**config.mk**
```make
export PLATFORM = sky130hd
export DESIGN_NAME = alu_arbiter
export DESIGN_NICKNAME = d
export VERILOG_FILES = /design/src/rtl/alu_arbiter.sv
export SDC_FILE = /design/constraint.sdc
export NUM_CORES = 1
export LEC_CHECK = 0
export ABC_AREA = 1
export CAP_MARGIN = 15
export CORE_MARGIN = 4
export CORE_UTILIZATION = 38
export DETAILED_ROUTE_END_ITERATION = 12
export PLACE_DENSITY_LB_ADDON = 0.12
export SLEW_MARGIN = 20
export SYNTH_ARGS = -nofsm -noshare
export SYNTH_HDL_FRONTEND = slang
export SYNTH_SLANG_ARGS = --single-unit
```
**constraint.sdc**
```tcl
create_clock -name clk -period 3.1 [get_ports clk]
set_input_delay 0.62 -clock clk [delete_from_list [all_inputs] [get_ports clk]]
set_output_delay 0.62 -clock clk [all_outputs]
set_load 0.01 [all_outputs]
```
**src/rtl/alu_arbiter.sv**
```systemverilog
`default_nettype none
// ============================================================================
//  Module      : alu_arbiter
//  Description : Two-requester round-robin arbiter and issue sequencer for a
//                shared combinational ALU. Accepts one operation at a time,
//                issues it to the ALU, registers the result and returns it to
//                the originating requester over a response handshake.
//  Revision    : 1.0 - initial release
// ============================================================================
module alu_arbiter #(
    parameter int W    = 32,
    parameter int OPW  = 5,
    parameter int CNTW = 16
) (
    input  logic            clk,
    input  logic            rst_n,

    input  logic            req0_valid,
    output logic            req0_ready,
    input  logic [W-1:0]    req0_a,
    input  logic [W-1:0]    req0_b,
    input  logic [OPW-1:0]  req0_op,

    input  logic            req1_valid,
    output logic            req1_ready,
    input  logic [W-1:0]    req1_a,
    input  logic [W-1:0]    req1_b,
    input  logic [OPW-1:0]  req1_op,

    output logic            rsp0_valid,
    input  logic            rsp0_ready,
    output logic [W-1:0]    rsp0_data,

    output logic            rsp1_valid,
    input  logic            rsp1_ready,
    output logic [W-1:0]    rsp1_data,

    output logic [W-1:0]    alu_a,
    output logic [W-1:0]    alu_b,
    output logic [OPW-1:0]  alu_op,
    input  logic [W-1:0]    alu_out,

    output logic            busy,
    output logic [CNTW-1:0] done_cnt
);

    localparam logic [CNTW-1:0] C_CNT_ONE = {{(CNTW-1){1'b0}}, 1'b1};

    typedef enum logic [1:0] {
        ST_IDLE  = 2'd0,
        ST_ISSUE = 2'd1,
        ST_RESP  = 2'd2
    } state_t;

    state_t          r_state;
    state_t          w_state_nxt;

    logic [W-1:0]    r_a;
    logic [W-1:0]    r_b;
    logic [OPW-1:0]  r_op;
    logic [W-1:0]    r_res;
    logic            r_id;
    logic            r_last;
    logic            r_busy;
    logic [CNTW-1:0] r_done_cnt;

    logic            w_idle;
    logic            w_gnt_id;
    logic            w_accept;
    logic            w_owner_ready;
    logic            w_rsp_done;

    // Round-robin grant: a lone requester wins; on a tie the one not served last wins.
    always_comb begin
        w_gnt_id = 1'b0;
        if (req0_valid && req1_valid) begin
            w_gnt_id = ~r_last;
        end else if (req1_valid) begin
            w_gnt_id = 1'b1;
        end
    end

    // Readies are gated with rst_n so they read 0 while reset is held.
    assign w_idle        = (r_state == ST_IDLE) && rst_n;
    assign req0_ready    = w_idle && req0_valid && !w_gnt_id;
    assign req1_ready    = w_idle && req1_valid &&  w_gnt_id;
    assign w_accept      = req0_ready || req1_ready;
    assign w_owner_ready = r_id ? rsp1_ready : rsp0_ready;
    assign w_rsp_done    = (r_state == ST_RESP) && w_owner_ready;

    // Next-state logic for the IDLE -> ISSUE -> RESP operation cycle.
    always_comb begin
        w_state_nxt = r_state;
        case (r_state)
            ST_IDLE:  if (w_accept)   w_state_nxt = ST_ISSUE;
            ST_ISSUE:                 w_state_nxt = ST_RESP;
            ST_RESP:  if (w_rsp_done) w_state_nxt = ST_IDLE;
            default:                  w_state_nxt = ST_IDLE;
        endcase
    end

    // State register; busy is registered so it tracks ISSUE/RESP glitch-free.
    always_ff @(posedge clk or negedge rst_n) begin
        if (!rst_n) begin
            r_state <= ST_IDLE;
            r_busy  <= 1'b0;
        end else begin
            r_state <= w_state_nxt;
            r_busy  <= (w_state_nxt != ST_IDLE);
        end
    end

    // Latch the granted operation on the request handshake.
    always_ff @(posedge clk or negedge rst_n) begin
        if (!rst_n) begin
            r_a  <= '0;
            r_b  <= '0;
            r_op <= '0;
            r_id <= 1'b0;
        end else if (w_accept) begin
            r_a  <= w_gnt_id ? req1_a  : req0_a;
            r_b  <= w_gnt_id ? req1_b  : req0_b;
            r_op <= w_gnt_id ? req1_op : req0_op;
            r_id <= w_gnt_id;
        end
    end

    // Capture the ALU result at the end of the single ISSUE cycle.
    always_ff @(posedge clk or negedge rst_n) begin
        if (!rst_n) begin
            r_res <= '0;
        end else if (r_state == ST_ISSUE) begin
            r_res <= alu_out;
        end
    end

    // Completion bookkeeping: remember who was served and count responses.
    always_ff @(posedge clk or negedge rst_n) begin
        if (!rst_n) begin
            r_last     <= 1'b1;
            r_done_cnt <= '0;
        end else if (w_rsp_done) begin
            r_last     <= r_id;
            r_done_cnt <= r_done_cnt + C_CNT_ONE;
        end
    end

    assign alu_a      = r_a;
    assign alu_b      = r_b;
    assign alu_op     = r_op;

    assign rsp0_valid = (r_state == ST_RESP) && !r_id;
    assign rsp1_valid = (r_state == ST_RESP) &&  r_id;
    assign rsp0_data  = r_res;
    assign rsp1_data  = r_res;

    assign busy       = r_busy;
    assign done_cnt   = r_done_cnt;

endmodule
`default_nettype wire

```
# Word-level counts from Yosys, hierarchy flattened
# Index checks and enable logic that the tools add are counted.
op_classes:
  reduce_logical: 14
  muxes: 9
  n_addsub: 1
  n_eq_ne: 2
  n_bitwise: 1
ops:
  columns: ["cell", "count"]
  rows:
  - ["2-to-1 mux 32 bit", 2]
  - ["adder 16 x 1 -> 16 bit (second input constant)", 1]
  - ["logical AND 1 bit", 9]
  - ["one-hot mux 2 bit (3 select lines)", 1]
  - ["2-to-1 mux 5 bit", 1]
  - ["2-to-1 mux 2 bit", 2]
  - ["2-to-1 mux 1 bit", 3]
  - ["== test 2 x 1 -> 1 bit (second input constant)", 1]
  - ["== test 2 bit (second input constant)", 1]
  - ["logical NOT 1 bit", 2]
  - ["logical NOT 2 bit", 1]
  - ["nonzero test 2 bit", 1]
  - ["logical OR 1 bit", 1]
  - ["inverter 1 bit", 1]
totals:
  out_inout_bits: 154
  wordCells: 36
  regBits: 122
  inputBits: 176

# Logic depth before layout (Yosys ltp)
# Gate-level depths: netlist of the first run.
depth:
  word_depth: 8
  depth_mapped: 8
  mapped_depth_nobuf: 8

# Worst setup path before layout of the first run
# No wires, ideal clock.
synth_timing:
  path_type: "input-to-output"
  from: "input rst_n"
  to: "output req0_ready"
  slack_ps: 1031
  n_path_buf: 1
  arrival_ps: 1449
  path_stages: 4
  required_time_ps: 2480
  path_cell_list: "nor3b_2 > nand2_2 > clkbuf_1 > nor2_1"
synth_via:
  elab_chain_cells: 3
synth_rtl:
  columns: ["element", "line", "text"]
  rows:
  - ["start: declaration", "16", "input logic rst_n,"]
  - ["logical AND 1 bit", "84", "assign w_idle = (r_state == ST_IDLE) && rst_n;"]
  - ["logical AND 1 bit (2 in a row)", "85", "assign req0_ready = w_idle && req0_valid && !w_gnt_id;"]
  - ["end: declaration", "19", "output logic req0_ready,"]
# No other way between the ends.

# Final worst setup path of the first run
layout_timing:
  from: "input req0_valid"
  to: "output req0_ready"
layout_via:
  elab_chain_cells: 4
  elab_cells_between_ends: 5
  cone_classes: "mux: 1; reduce/logical: 4"
layout_rtl:
  columns: ["element", "line", "text"]
  rows:
  - ["start: declaration", "18", "input logic req0_valid,"]
  - ["logical AND 1 bit", "76", "if (req0_valid && req1_valid) begin"]
  - ["2-to-1 mux 1 bit", "76", null]
  - ["logical NOT 1 bit", "85", null]
  - ["logical AND 1 bit (*)", "85", null]
# Mark *: on every way between the ends. The rest lies on a longest branch, timed or not.

==> impl_results.md, run 1 <==
- Hold buffers post-CTS: 0
- Placed Cells: 1,243
- VDD IR-drop max: 0.0003880 V
- Die W: 134.0 µm
- CTS Sinks: 122
- Total negative slack: 0 ns
- Post-cts sizing count: 0
- Register area share after synthesis: 0.5063
- Max frequency: 369.2 MHz
- Max Cap Violations: 0
- Area share of the largest cell type after synthesis: 0.5020
- Die H: 134.0 µm
- Grt ovf: 0
- Initial antenna violation count: 1
- Nets: ~1,200
- All-Layer GR Usage: 0.2056
- Worst Path Max Fanout: 3
- Delay-heaviest family, CP: buffers and inverters
- Pwr dens: approximately 880 mW/mm²
- Worst hold path class: input pin to async pin
- Total Wirelength: around 19,000 µm
- Share of cells above drive strength 1: 0.07620
- CP endpoint kind: output pin
- H-tree depth: 4
- DRT Pass-1 Iters: 4
- Clock skew: 0.008210 ns
- Status: completed
- First-pass GRT wire length: 29,180 µm
- RSZ-0062 raised after global routing: no
- Syn Area/Cell: 7.885 µm²
- GPL Wtd Cong: 0.7922
- Setup Crit Path Kind: input pin to output pin
- Slowest cell on the critical path: clkdlybuf4s50_1
- CTS tree: yes
- Final Setup Violations: 0
- Mapped Cells: between 700 and 800
- Clock root buffer master: clkbuf_16
- Slew HR: 0.4057
- Seq cells post-synth: ~120
- CTS buffer count: 17
- Worst-margin pin slew: 0.8914 ns
- Yosys cell types: 22
- Critical path arrival: approximately 2.1 ns
- Area contributors post-synth: dfrtp_1 (50%), nand2_1 (25%), nand3_1 (6.6%)
- Commonest non-fill, non-tap cell in the layout: nand2_1
- Row cnt: between 40 and 50
- Worst-path clk slew: ~0.060 ns
- Tcrit/Tclk final: 0.8738
- Die ar.: 0.01795 mm²
- Post-CTS setup buffer count: 0
- Clk_lat worst skew: between 0.4 and 0.5 ns
- Port bufs: 329
- Core region area: 0.01537 mm²
- CTS Buffer Depth: 2
- Post-Syn Area: 0.006032 mm²
- Commonest cells after routing, fill and taps aside: nand2_1 (397), clkdlybuf4s50_1 (328), dfrtp_1 (121)
- Mapped Nets: 942
- Max-slew violations: 0
- Layout area overhead: 63.60%
- Most common cell on crit path: clkdlybuf4s50_1
- Lkg Pwr: ~4.8 nW
- Initial core utilization: 0.3924
- Max stage delay on crit path: 0.61 ns
- DR iter-0 viols: approximately 300
- Critical-path cell list: clkdlybuf4s50_1 > nand2_1 > nand2_2 > inv_2 > nor2_1 > clkdlybuf4s50_1
- Post-DP HPWL: ~14,000 µm
- Ports: 330
- Vias/cell: 4.594
- WP buf/inv: 3
- Hold WS: 0.4612 ns
- Largest net degree at the start of global routing: 72
- Number of global-route vias before repair: 5,627
- Routed wire per std cell: approximately 15 µm
- Via count: 5,857
- Crit path time final: 2.709 ns
- DRC Markers: 0
- Worst Path Required: 2.48 ns
- Final hold viol count: 0
- Detail Route Antenna Nets: 0
- Number of fill cells: about 1,300
- Final non-filler cell total: 1,275
- Startpoint Class: input pin
- Most area-hungry cell type in the Yosys netlist: dfrtp_1
- Warnings, synthesis: 0
==> metal layers <==
metal / GRT usage / wire length (µm) / share of wire / vias to the layer above
li1: - / - / - / 2929
met1: 0.2303 / 7114 / 0.38 / 2678
met2: 0.3641 / 9779 / 0.52 / 228
met3: 0.06939 / 1690 / 0.089 / 22
met4: 0.07371 / 318 / 0.017 / 0
met5: 0 / 0 / 0 / -
==> cells in the mapped netlist <==
cell,n
nand2_2,2
nand2_1,398
o21ai_0,2
a22o_1,1
nor2_1,18
xor2_1,6
clkbuf_1,22
buf_4,32
nand3_1,80
mux2_2,32
dfrtp_1,121
nor3b_2,1
nand3b_1,4
buf_2,13
buf_1,4
ha_1,1
inv_2,1
inv_1,22
nand2_4,1
or2_2,1
a21oi_1,2
dfstp_2,1
==> cell type report <==
class,count,area [µm²],share of cell area
repair buffers,338,3358,0.3403
flip-flops and latches,122,3054,0.3095
multi-input cells,549,2491,0.2524
clock buffers,20,466.7,0.04729
well taps,211,264.0,0.02675
clock inverters,11,145.1,0.01471
inverters,23,86.33,0.008749
diodes,1,2.502,0.0002536
==> worst reg2reg max path: cells and delay by family, from the launching register on <==
| kind | cells | cell delay (ns) |
|---|---|---|
| and+or+nand+nor | 5 | 0.89 |
| buffers and inverters | 2 | 0.73 |
| DFF | 1 | 0.40 |
==> power breakdown <==
group	internal [mW]	leakage [nW]	switching [mW]
logic	2.24	2.98	1.73
clock network	1.32	0.282	0.700
registers	2.29	1.51	0.455
==> metrics by stage <==
| step | setup WS [ns] | power (mW) | area [µm²] | util |
|---|---|---|---|---|
| 3_3_place_gp | 0.4192 | 6.735 | 9254 | 0.6020 |
| 2_1_floorplan | 1.031 | 4.616 | 6032 | - |
| 3_5_place_dp | 0.3887 | 6.782 | 9254 | 0.6020 |
| 5_1_grt | 0.2755 | 9.272 | 9868 | 0.6420 |
| 4_1_cts | 0.3708 | 8.848 | 9866 | 0.6418 |
| 6_report | 0.3912 | 8.725 | 9868 | 0.6420 |
==> cells by family (layout without fill, tap and decap cells) <==
family          after synthesis  after routing  share of synthesized area
simple gates                505            505                     0.3373
compound gates                5              5                   0.004771
other cells                   0              1                          0
fa+ha+maj                     1              1                   0.002074
mux                          32             32                    0.05974
buf+inv                      94            392                    0.08110
xor+xnor                      6              6                   0.008712
flops                       122            122                     0.5063
==> final timing paths <==
kind	startpoint	slack [ns]	depth (start not counted)	to
worst max-delay path	req0_valid	0.39	6	req0_ready
worst min-delay path	rst_n	0.46	2	done_cnt[10]
worst max register to register	r_state[0]	1.01	7	alu_b[21]
worst min register to register	alu_a[14]	0.51	2	alu_a[14]
max in group asynchronous	rst_n	1.45	3	alu_a[7]
min in group clk	alu_a[14]	0.51	2	alu_a[14]
==> flip-flops by register name, indices dropped and copies added (netlist names) <==
signal / flops
done_cnt: 16
alu_b: 32
r_last: 1
busy: 1
rsp0_data: 32
r_state: 2
alu_op: 5
r_id: 1
alu_a: 32
Power figures use the tool's default switching activity.
==> run 2, diff against run 1 <==
--- a/config.mk
+++ b/config.mk
@@ -9,6 +9,7 @@
 export CAP_MARGIN = 15
 export CORE_MARGIN = 4
 export CORE_UTILIZATION = 38
+export CTS_BUF_LIST = sky130_fd_sc_hd__clkbuf_8
 export DETAILED_ROUTE_END_ITERATION = 12
 export PLACE_DENSITY_LB_ADDON = 0.12
 export SLEW_MARGIN = 20
==> impl_results.md, run 2 (synthesized netlist as in run 1, its figures left out) <==
- Commonest non-fill, non-tap cell in the layout: nand2_1
- Clock skew: 0.009363 ns
- Row cnt: 45
- DRC Markers: 0
- Worst Path Max Fanout: 3
- CTS Buffer Depth: 2
- DR iter-0 viols: 243
- Lkg Pwr: 4.688 nW
- Startpoint Class: input pin
- Largest net degree at the start of global routing: 72
- H-tree depth: 4
- FF-to-FF setup slack: 1.01 ns
- Max frequency: around 370 MHz
- Port bufs: 329
- Post-CTS setup buffer count: 0
- Worst-margin pin slew: 0.8968 ns
- Via count: 5,851
- Status: completed
- Worst setup endpoint: req0_ready
- Die H: 134.0 µm
- Worst-path clk slew: 0.07 ns
- Final hold viol count: 0
- R2R cell count: 7
- Max Cap Violations: 0
- Worst Path Required: roughly 2.5 ns
- Slew HR: 0.4021
- VDD IR-drop max: about 0.00036 V
- RSZ-0062 raised after global routing: no
- CTS buffer count: 17
- Ports: 330
- Layout area overhead: 60.42%
- Routed wire per std cell: 14.75 µm
- Total negative slack: 0 ns
- All-Layer GR Usage: 0.2042
- Clk_lat worst skew: 0.43 ns
- Design area: 0.009677 mm²
- Crit path time final: 2.727 ns
- CTS Sinks: about 120
- Nets: 1,228
- Final WS setup: 0.3734 ns
- Tcrit/Tclk final: 0.8796
- First-pass GRT wire length: 28,970 µm
- Placed Cells: 1,243
- Reg-to-Reg Start: r_state[0]
- Total power: slightly above 8 mW
- Clock root buffer master: clkbuf_8
- Final non-filler cell total: 1,275
- GPL Wtd Cong: a little under 0.8
- Post-DP HPWL: 13,760 µm
- Worst hold path class: input pin to async pin
- Pwr dens: 845.5 mW/mm²
- Die ar.: 0.01795 mm²
- Critical path arrival: between 2 and 2.5 ns
- Max-slew violations: 0
- Number of global-route vias before repair: 5,621
- CTS tree: yes
- R2R Path End: alu_b[21]
- Commonest cells after routing, fill and taps aside: nand2_1 (397), clkdlybuf4s50_1 (328), dfrtp_1 (121)
- Vias/cell: 4.589
- Detail Route Antenna Nets: 0
- Cell Area, Placed: 0.009254 mm²
- Die W: 134.0 µm
- CP Launch Point: req0_valid
- Grt ovf: 0
- Setup Crit Path Kind: input pin to output pin
- Core region area: 0.01537 mm²
- Hold buffers post-CTS: 0
- CP endpoint kind: output pin
- Share of cells above drive strength 1: 0.07620
- Total Wirelength: 18,810 µm
- Initial antenna violation count: 1
- Initial core utilization: 0.3924
- DRT Pass-1 Iters: 4
- Final Setup Violations: 0
- Post-cts sizing count: 0
- Post-place setup slack: 0.3887 ns
run 2: cell count changes in the layout (fill, tap and decap cells not counted):
| cell | delta |
|---|---|
| clkbuf_8 | +17 |
| clkbuf_16 | -17 |
run 2: final cells by class:
type / instances / area (µm²)
fill: 1345 / 5694
timing repair buffer: 338 / 3358
sequential: 122 / 3054
multi-input combinational: 549 / 2491
clock buffer: 20 / 275.3
tap: 211 / 264.0
clock inverter: 11 / 145.1
inverter: 23 / 86.33
antenna: 1 / 2.502
run 2: how the worst min path moves through the flow:
stage	endpoint	slack, ns	cells after the start
after floorplan	alu_a[0]	0.32	0
after global placement	done_cnt[15]	0.49	2
after detailed placement	alu_op[2]	0.49	2
after CTS	done_cnt[10]	0.44	2
after global routing	done_cnt[10]	0.49	2
final	done_cnt[10]	0.43	2
run 2: stage by stage:
stage | utilization | hold slack (ns)
after floorplan | - | 0.3244
after global placement | 0.6020 | 0.4898
after detailed placement | 0.6020 | 0.4940
after CTS | 0.6294 | 0.4408
after global routing | 0.6295 | 0.4860
final | 0.6295 | 0.4321
run 2: report_power, final:
| group | total (mW) | internal (mW) | switching (mW) |
|---|---|---|---|
| registers | 2.73 | 2.28 | 0.452 |
| clock network | 1.48 | 0.851 | 0.630 |
| logic | 3.97 | 2.24 | 1.73 |
| total | 8.18 | 5.37 | 2.81 |
run 2: critical path: stages:
cell	delay, ns
clkdlybuf4s50_1	0.49
nand2_1	0.07
nand2_2	0.08
inv_2	0.06
nor2_1	0.16
clkdlybuf4s50_1	0.63
run 2: routing by layer:
metal	global-route usage	up-vias	share of wire	wire (µm)
li1	-	2931	-	-
met1	0.2279	2677	0.38	7228
met2	0.3605	216	0.51	9604
met3	0.06977	27	0.084	1576
met4	0.07657	0	0.021	399
met5	0	-	0	0
==> run 3, diff against run 2 <==
--- a/config.mk
+++ b/config.mk
@@ -9,9 +9,10 @@
 export CAP_MARGIN = 15
 export CORE_MARGIN = 4
 export CORE_UTILIZATION = 38
-export CTS_BUF_LIST = sky130_fd_sc_hd__clkbuf_8
+export CTS_BUF_LIST = sky130_fd_sc_hd__clkbuf_4
 export DETAILED_ROUTE_END_ITERATION = 12
 export PLACE_DENSITY_LB_ADDON = 0.12
+export REMOVE_ABC_BUFFERS = 1
 export SLEW_MARGIN = 20
 export SYNTH_ARGS = -nofsm -noshare
 export SYNTH_HDL_FRONTEND = slang
==> constraint.sdc (replaced) <==
create_clock -name clk -period 2.65 [get_ports clk]
set_input_delay 0.53 -clock clk [delete_from_list [all_inputs] [get_ports clk]]
set_output_delay 0.53 -clock clk [all_outputs]
set_load 0.01 [all_outputs]
==> impl_results.md, run 3 (synthesized netlist as in run 1, its figures left out) <==
- Clk_lat worst skew: 0.50 ns
- CP endpoint kind: output pin
- Final hold viol count: 0
- Critical-path cell list: clkdlybuf4s50_1 > nand2_1 > nand2_2 > inv_2 > nand2_4 > inv_1 > clkdlybuf4s50_1
- H-tree depth: 4
- R2R Path End: alu_a[3]
- Startpoint Class: input pin
- All-Layer GR Usage: 0.2143
- Initial antenna violation count: 1
- FF-to-FF setup slack: 0.83 ns
- Worst-path clk slew: 0.10 ns
- Max Cap Violations: 0
- Slowest cell on the critical path: clkdlybuf4s50_1
- DRC Markers: 0
- Die ar.: 0.01795 mm²
- DRT Pass-1 Iters: 4
- Status: completed
- Slew HR: 0.4012
- Design area: 0.009583 mm²
- DR iter-0 viols: between 200 and 300
- Max stage delay on crit path: around 0.54 ns
- First-pass GRT wire length: 30,090 µm
- Ports: 330
- Nets: 1,234
- Initial core utilization: 0.3924
- R2R cell count: 7
- Grt ovf: 0
- WP buf/inv: 4
- Cell Area, Placed: 0.009316 mm²
- CTS Sinks: 122
- Tcrit/Tclk final: 0.9365
- Crit path time final: 2.482 ns
- Share of cells above drive strength 1: 0.07757
- Core region area: 0.01537 mm²
- Net Sw Power: 3.238 mW
- Worst Path Max Fanout: 4
- Total Wirelength: slightly below 20,000 µm
- Worst Path Required: between 2 and 2.5 ns
- Via count: between 5,000 and 6,000
- Final Setup Violations: 0
- Clk pwr share: 0.132
- Final non-filler cell total: 1,282
- GPL Wtd Cong: between 0.8 and 0.9
- Die H: around 130 µm
- Port bufs: 329
- RSZ-0062 raised after global routing: no
- Int Pwr: 5.875 mW
- Reg-to-Reg Start: r_state[1]
- CTS buffer count: 17
- Worst-margin pin slew: 0.8981 ns
- Net Sw Frac: 0.3553
- Die W: 134.0 µm
- Post-DP HPWL: between 10,000 and 15,000 µm
- VDD IR-drop max: 0.0003777 V
- Most common cell on crit path: clkdlybuf4s50_1
- Seq pwr share: 0.350
- Pwr dens: 950.9 mW/mm²
- Number of fill cells: 1,396
- Commonest cells after routing, fill and taps aside: nand2_1 (397), clkdlybuf4s50_1 (327), dfrtp_1 (121)
- Post-place setup slack: 0.1446 ns
- Commonest non-fill, non-tap cell in the layout: nand2_1
- Setup Crit Path Kind: input pin to output pin
- Comb pwr share: 0.518
- Max-slew violations: 0
- Worst hold path class: input pin to async pin
- Row cnt: 45
- Largest net degree at the start of global routing: between 70 and 80
- Layout area overhead: 58.87%
- Detail Route Antenna Nets: 0
- Critical path arrival: 1.95 ns
- Clock root buffer master: clkbuf_4
- Final WS setup: 0.1684 ns
- Routed wire per std cell: 15.19 µm
- Max frequency: 403.0 MHz
- CTS tree: yes
- Vias/cell: 4.580
- Clock skew: 0.01169 ns
- Number of global-route vias before repair: 5,677
- Placed Cells: roughly 1,200
- Delay-heaviest family, CP: buffers and inverters
- CTS Buffer Depth: 2
- Lkg Pwr: 4.685 nW
[run 3: worst register-to-register path: stages (launching register included)]
cell	delay, ns
dfrtp_1	0.41
nor3b_4	0.07
buf_4	0.15
nand2_2	0.06
buf_4	0.37
buf_4	0.45
nand3_1	0.15
nand2_1	0.10
[run 3: stage by stage]
stage | utilization | TNS [ns] | power (mW) | hold slack, ns
finish | 0.6234 | 0 | 9.113 | 0.1614
CTS | 0.6228 | 0 | 9.254 | 0.1268
detailed placement | 0.6061 | 0 | 8.005 | 0.4930
global route | 0.6234 | 0 | 9.776 | 0.1604
global placement | 0.6061 | 0 | 7.951 | 0.4916
floorplan | - | -98.84 | 4.997 | 0.2344
[run 3: worst max-delay path by stage]
stage	from	to	slack, ns	cells past startpoint
finish	req0_valid	req1_ready	0.17	7
global route	r_state[0]	req1_ready	0.06	4
CTS	r_state[1]	req1_ready	0.03	4
detailed placement	req0_valid	req0_ready	0.14	6
global placement	req0_valid	req1_ready	0.15	7
floorplan	req0_valid	busy	-1.62	6
[run 3: cell type report]
| type | instances | area (µm²) | area share |
|---|---|---|---|
| timing repair buffer | 344 | 3427 | 0.3576 |
| sequential | 122 | 3054 | 0.3187 |
| inverter | 23 | 86.33 | 0.009009 |
| antenna | 1 | 2.502 | 0.0002611 |
| multi-input combinational | 549 | 2497 | 0.2606 |
| tap | 211 | 264.0 | 0.02755 |
| clock inverter | 13 | 108.9 | 0.01136 |
| clock buffer | 19 | 142.6 | 0.01488 |
[run 3: power by group through the flow]
| stage | Combinational (mW) | Clock, mW | Sequential (mW) |
|---|---|---|---|
| finish | 4.72 | 1.20 | 3.19 |
| global route | 5.10 | 1.36 | 3.32 |
| CTS | 4.79 | 1.26 | 3.20 |
| detailed placement | 4.78 | 0 | 3.22 |
| global placement | 4.76 | 0 | 3.19 |
| floorplan | 1.33 | 0 | 3.66 |
[run 3: repair_timing]
item,CTS,global route
hold buffers,0,0
endpoints found under the setup margin,2,1
resized for setup,2,0
setup buffers,0,1
pin swaps,1,1
[run 3: metal layers]
metal | track usage | up-vias | wire length (µm)
met3 | 0.09115 | 21 | 2119
met1 | 0.2452 | 2662 | 7524
li1 | - | 2946 | -
met5 | 0 | - | 0
met2 | 0.3624 | 243 | 9454
met4 | 0.07086 | 0 | 379
